==> src/rtl/mult_pkg.sv <==
// Shared types and elaboration helpers for the sequential shift-add multiplier.
package mult_pkg;

  typedef enum logic [0:0] {
    ST_IDLE = 1'b0,
    ST_WORK = 1'b1
  } state_e;

  function automatic int unsigned clog2(input int unsigned val);
    int unsigned res;
    res = 0;
    while ((64'(1) << res) < 64'(val)) res++;
    return res;
  endfunction

  // True when the digit width is legal for the given multiplier width.
  function automatic bit k_divides(input int unsigned b_w, input int unsigned k);
    if (k == 0) return 1'b0;
    return (b_w % k) == 0;
  endfunction

  // Magnitude of a w-bit value held in the low bits of x; two's complement only when en.
  function automatic logic [63:0] abs_w(input logic [63:0] x, input int unsigned w,
                                        input logic en);
    logic [63:0] mask;
    logic [63:0] top;
    mask = (64'(1) << w) - 64'(1);
    top  = x >> (w - 1);
    if (en && top[0]) return ((~x) + 64'(1)) & mask;
    return x & mask;
  endfunction

endpackage

==> src/rtl/mult_pp_gen.sv <==
// Combinational A_W x K partial product for one multiplier digit.
module mult_pp_gen #(
  parameter int unsigned A_W = 16,
  parameter int unsigned K   = 1
) (
  input  logic [A_W-1:0]   mag_a,
  input  logic [K-1:0]     digit,
  output logic [A_W+K-1:0] pp_c
);

  assign pp_c = (A_W + K)'(mag_a) * (A_W + K)'(digit);

endmodule

==> src/rtl/mult_seq_param.sv <==
// Iterative radix-2^K shift-add multiplier on magnitudes, sign applied at completion.
module mult_seq_param
  import mult_pkg::*;
#(
  parameter int unsigned A_W        = 16,
  parameter int unsigned B_W        = 8,
  parameter int unsigned K          = 1,
  parameter bit          EARLY_EXIT = 1'b0
) (
  input  logic               clk_i,
  input  logic               rst_ni,
  input  logic               start_i,
  input  logic               signed_i,
  input  logic [A_W-1:0]     a_bi,
  input  logic [B_W-1:0]     b_bi,
  output logic               busy_o,
  output logic               done_o,
  output logic [A_W+B_W-1:0] y_bo
);

  localparam int unsigned P_W   = A_W + B_W;
  localparam int unsigned PP_W  = A_W + K;
  localparam int unsigned STEPS = B_W / K;
  localparam int unsigned CTR_W = (clog2(STEPS) < 1) ? 1 : clog2(STEPS);

  if (!k_divides(B_W, K) || (A_W < 2) || (B_W < 2)) begin : g_bad_param
    $error("mult_seq_param: K must divide B_W and operand widths must be >= 2");
  end

  state_e           state_q;
  logic [A_W-1:0]   mag_a_q;
  logic [B_W-1:0]   mag_b_q;
  logic             neg_q;
  logic [P_W-1:0]   acc_q;
  logic [CTR_W-1:0] ctr_q;

  logic [PP_W-1:0]  pp_c;
  logic [P_W-1:0]   sum_c;
  logic [P_W-1:0]   res_c;
  logic [B_W-1:0]   b_rest_c;
  logic             last_c;
  logic [A_W-1:0]   mag_a_c;
  logic [B_W-1:0]   mag_b_c;

  mult_pp_gen #(
    .A_W (A_W),
    .K   (K)
  ) u_pp_gen (
    .mag_a (mag_a_q),
    .digit (mag_b_q[K-1:0]),
    .pp_c  (pp_c)
  );

  // Operand magnitudes latched at start; unsigned widths cover the most negative value.
  assign mag_a_c = A_W'(abs_w(64'(a_bi), A_W, signed_i));
  assign mag_b_c = B_W'(abs_w(64'(b_bi), B_W, signed_i));

  always_comb begin
    sum_c    = acc_q + (P_W'(pp_c) << (32'(ctr_q) * K));
    b_rest_c = mag_b_q >> K;
    last_c   = (ctr_q == CTR_W'(STEPS - 1)) || (EARLY_EXIT && (b_rest_c == '0));
    res_c    = neg_q ? ((~sum_c) + P_W'(1)) : sum_c;
  end

  always_ff @(posedge clk_i or negedge rst_ni) begin
    if (!rst_ni) begin
      state_q <= ST_IDLE;
      mag_a_q <= '0;
      mag_b_q <= '0;
      neg_q   <= 1'b0;
      acc_q   <= '0;
      ctr_q   <= '0;
      busy_o  <= 1'b0;
      done_o  <= 1'b0;
      y_bo    <= '0;
    end else begin
      done_o <= 1'b0;
      case (state_q)
        ST_IDLE: begin
          if (start_i) begin
            state_q <= ST_WORK;
            busy_o  <= 1'b1;
            mag_a_q <= mag_a_c;
            mag_b_q <= mag_b_c;
            neg_q   <= signed_i & (a_bi[A_W-1] ^ b_bi[B_W-1]);
            acc_q   <= '0;
            ctr_q   <= '0;
          end
        end
        ST_WORK: begin
          acc_q   <= sum_c;
          mag_b_q <= b_rest_c;
          ctr_q   <= ctr_q + CTR_W'(1);
          if (last_c) begin
            state_q <= ST_IDLE;
            busy_o  <= 1'b0;
            done_o  <= 1'b1;
            y_bo    <= res_c;
          end
        end
        default: state_q <= ST_IDLE;
      endcase
    end
  end

endmodule

==> config.mk <==
export PLATFORM = sky130hd
export DESIGN_NAME = mult_seq_param
export DESIGN_NICKNAME = d
export VERILOG_FILES = /design/src/rtl/mult_pkg.sv /design/src/rtl/mult_pp_gen.sv /design/src/rtl/mult_seq_param.sv
export SDC_FILE = /design/constraint.sdc
export NUM_CORES = 1
export LEC_CHECK = 0
export ABC_AREA = 1
export CAP_MARGIN = 20
export CORE_ASPECT_RATIO = 0.6
export CORE_UTILIZATION = 40
export DETAILED_ROUTE_END_ITERATION = 7
export DONT_BUFFER_PORTS = 1
export PLACE_DENSITY_LB_ADDON = 0.12
export SYNTH_ARGS = -nofsm -noshare
export SYNTH_HDL_FRONTEND = slang
export SYNTH_SLANG_ARGS = --single-unit
==> constraint.sdc <==
create_clock -name clk_i -period 6.83 [get_ports clk_i]
set_input_delay 1.366 -clock clk_i [delete_from_list [all_inputs] [get_ports clk_i]]
set_output_delay 1.366 -clock clk_i [all_outputs]
set_load 0.1 [all_outputs]
==> reports/results.ini <==
[run_status]
status = finished with violations
violations = design-rule violations

[floorplanning]
pin_count = 54
core_sq_mm = 0.0156
row_count = 35
die_y_microns = 101
fp.dieW_microns = 166
start_util_pct = 41.5
dieArea_sq_mm = 0.0167

[sta]
finalCritPeriodShare_pct = 61.0
fmax_mhz = 240
rsz0062_at_grt = false
finalSetupTns_ns = 0
relSlewSlack_pct = 39.0
period_minus_slack_ns = 4.16
setup_ws_ns = 2.67
fin_skew_ns = 0.00950
setup_viol = 0
hold_viol = 0
worst_slew_pin_slew_ns = 0.914
final-max-slew-violation-count = 0

[route]
routed_wirelength_microns = 17800
postRouteAntennaNets = 0
drc_errors = 3
wl_per_cell_microns = 14.9
initialDrtViolationCount = 449
vias_per_cell = 5.09
drtPass1Iterations = 7
via_count = 6080

[critical_path]
worst_setup_path_end_kind = flip-flop
cp_max_fo = 20
worst-setup-path-type = flip-flop to flip-flop
worst_setup_path_start_kind = flip-flop
crit_chain = inv_1 -> nand3_1 -> o21ai_0 -> o21ai_0 -> o21ai_0 -> ha_1 -> nand2_2 -> inv_1 -> nand3_1 -> nand2_1 -> nand2_1 -> nand2_1 -> nor2_1 -> nand2_1 -> nor2_1 -> nand3_1 -> nor2_1 -> nand3_1 -> nand2_1 -> nand2_1 -> nand3_1 -> nand2_1
cp.required_ns = 7.08
crit_slowest_cell = dfrtp_1
cp.arrival_ns = 4.41
cpPeakStageDelay_ns = 0.70
cpMostUsedCell = nand2_1

[logic_synthesis]
synth_warnings = 0
synth_cells = 1000
syn_area_sq_mm = 0.00647
seq_area_frac_synth_pct = 30.6
synth_cell_types = 39
yosysTopAreaCell = dfrtp_1
syn_area_per_cell_sq_um = 6.47
synth-seq-cells = 79
ys_top_cells_by_area = dfrtp_1 31%, nand2_1 19%, nand3_1 7.0%
synth_nets = 1058
synth_top_area_share_pct = 30.6

[global_route]
overflow = 0
grtUsageMet3_pct = 4.24
grt_start_max_net_pins = 80
grt_pass1_wl_microns = 30300
antenna_found_initial = 0
busiest_layer = met1
grt_use_total_pct = 23.0
grt_pass1_vias = 5766
use_met1_pct = 35.7
grt_use_met2_pct = 32.4

[placed_design]
dp_hpwl_microns = 13900
dpl_cell_area_sq_mm = 0.00665
io_buffers = 0
pre_cts_slack_ns = 2.75
place_congestion = 0.939

[clock_network]
clock-root-buffer = clkbuf_16
clk-insertion-delay-late_ns = 0.35
cts.sinks = 79
post_cts_buffers = 0
cts.clk_slew.worst_paths_ns = 0.07
cts_tree = yes
cts_resized = 0
h-tree-depth = 3
hold_buffers = 0
cts_made_buffers = 9
cts.path.max_buffers = 2

[cells_and_area]
diodes = 0
postLayoutCellArea_sq_mm = 0.00698
drive_gt1_share_pct = 8.77
fill_cells = 1669
area_growth_pct = 7.95
final_util_pct = 44.8
final_nets = 1045

[job]
maxCapViolCount = 0

[min_path]
hold_path.class = flip-flop to flip-flop

critical path: cells and delay by family (launching register included):
family / cells / cell delay, ns
AND/OR/NAND/NOR: 16 / 1.92
flip-flops: 1 / 0.70
AO/OA/AOI/OAI: 3 / 0.61
buffers and inverters: 2 / 0.43
adder cells (fa/ha/maj): 1 / 0.39
cell families after synthesis:
family	after synthesis	share of synthesized area, %
buffers and inverters	152	8.94
DFF	79	30.6
muxes	8	1.24
xor gates and xnor gates	33	4.47
and+or+nand+nor	574	38.8
AOI/OAI and AO/OA	124	10.1
adders and majority gates	30	5.92
cells in the final DEF (no fill, tap or decap), types with 2 or more instances in the layout:
| cell | netlist | routed |
|---|---|---|
| clkinv_4 | 0 | 3 |
| bufinv_16 | 0 | 2 |
| nand2_2 | 23 | 23 |
| dfrtp_1 | 79 | 79 |
| nand3b_1 | 2 | 2 |
| o21ai_0 | 88 | 88 |
| nor2_2 | 11 | 12 |
| inv_1 | 107 | 107 |
| nor2_4 | 3 | 3 |
| a31oi_1 | 3 | 3 |
| o21ai_1 | 3 | 3 |
| xor2_1 | 26 | 26 |
| nand4_1 | 8 | 8 |
| a21oi_1 | 20 | 20 |
| nand3_1 | 90 | 90 |
| o211ai_1 | 5 | 5 |
| inv_2 | 14 | 14 |
| xnor2_1 | 7 | 7 |
| nand2_1 | 335 | 335 |
| mux2i_1 | 8 | 8 |
| buf_4 | 1 | 6 |
| or2_2 | 2 | 2 |
| ha_1 | 29 | 29 |
| nand2_4 | 4 | 4 |
| clkbuf_16 | 0 | 9 |
| nand3_2 | 5 | 5 |
| nor2_1 | 74 | 73 |
| nor3_1 | 13 | 13 |
cell type report:
class                           instances  area [sq um]  share of cell area (%)
Multi-Input combinational cell        769          3920                    56.1
Sequential cell                        79          1980                    28.3
Inverter                              122           458                    6.56
Tap cell                              203           254                    3.64
Clock buffer                           10           239                    3.42
Clock inverter                          6          93.8                    1.34
Timing Repair Buffer                    6          45.0                   0.645
flip-flops by register name, summed over array words and instances (netlist names):
name and flops:
acc_q 24, y_bo 24, state_q 1, neg_q 1
ctr_q 3, mag_b_q 8, done_o 1, mag_a_q 16
busy_o 1
Yosys cell counts (all sizes together):
cell type and count:
nand2 362, inv 121, nand3 96, o21ai 91, nor2 88, dfrtp 79, ha 29, xor2 26
clkbuf 24, a21oi 21, nor3 13, mux2i 8, nand4 8, xnor2 7, buf 6, o211ai 5
a31oi 3, nand3b 2, or2 2, a22o 1, a22oi 1, clkinv 1, fa 1, nor3b 1
nor4 1, o311ai 1, o31ai 1, or4 1
stage by stage:
step                std cells  hold WS (ns)
finish                   1195         0.491
global route             1195         0.511
CTS                      1195         0.496
detailed placement       1179         0.480
global placement         1179         0.478
floorplan                1000         0.453
path summary, 6_finish.rpt:
kind | cells after the start | from | slack (ns) | end
max in group asynchronous | 0 | rst_ni | 6.00 | acc_q[21]
worst min-delay path | 2 | mag_a_q[14] | 0.49 | mag_a_q[14]
min in group asynchronous | 0 | rst_ni | 0.71 | mag_a_q[4]
worst max-delay path | 22 | ctr_q[0] | 2.67 | y_bo[23]
worst max register to register | 22 | ctr_q[0] | 2.67 | y_bo[23]
worst min register to register | 2 | mag_a_q[14] | 0.49 | mag_a_q[14]
per-layer routing:
metal  vias to the layer above  part of all wire, %
met1                      2757                   57
met3                        18                  5.5
met5                         -                    0
li1                       3154                    -
met2                       151                   37
met4                         0                 0.97
Power is left out: the tool's default activity adds up to more than one toggle a clock period on the data nets, which glitch-free logic cannot reach.
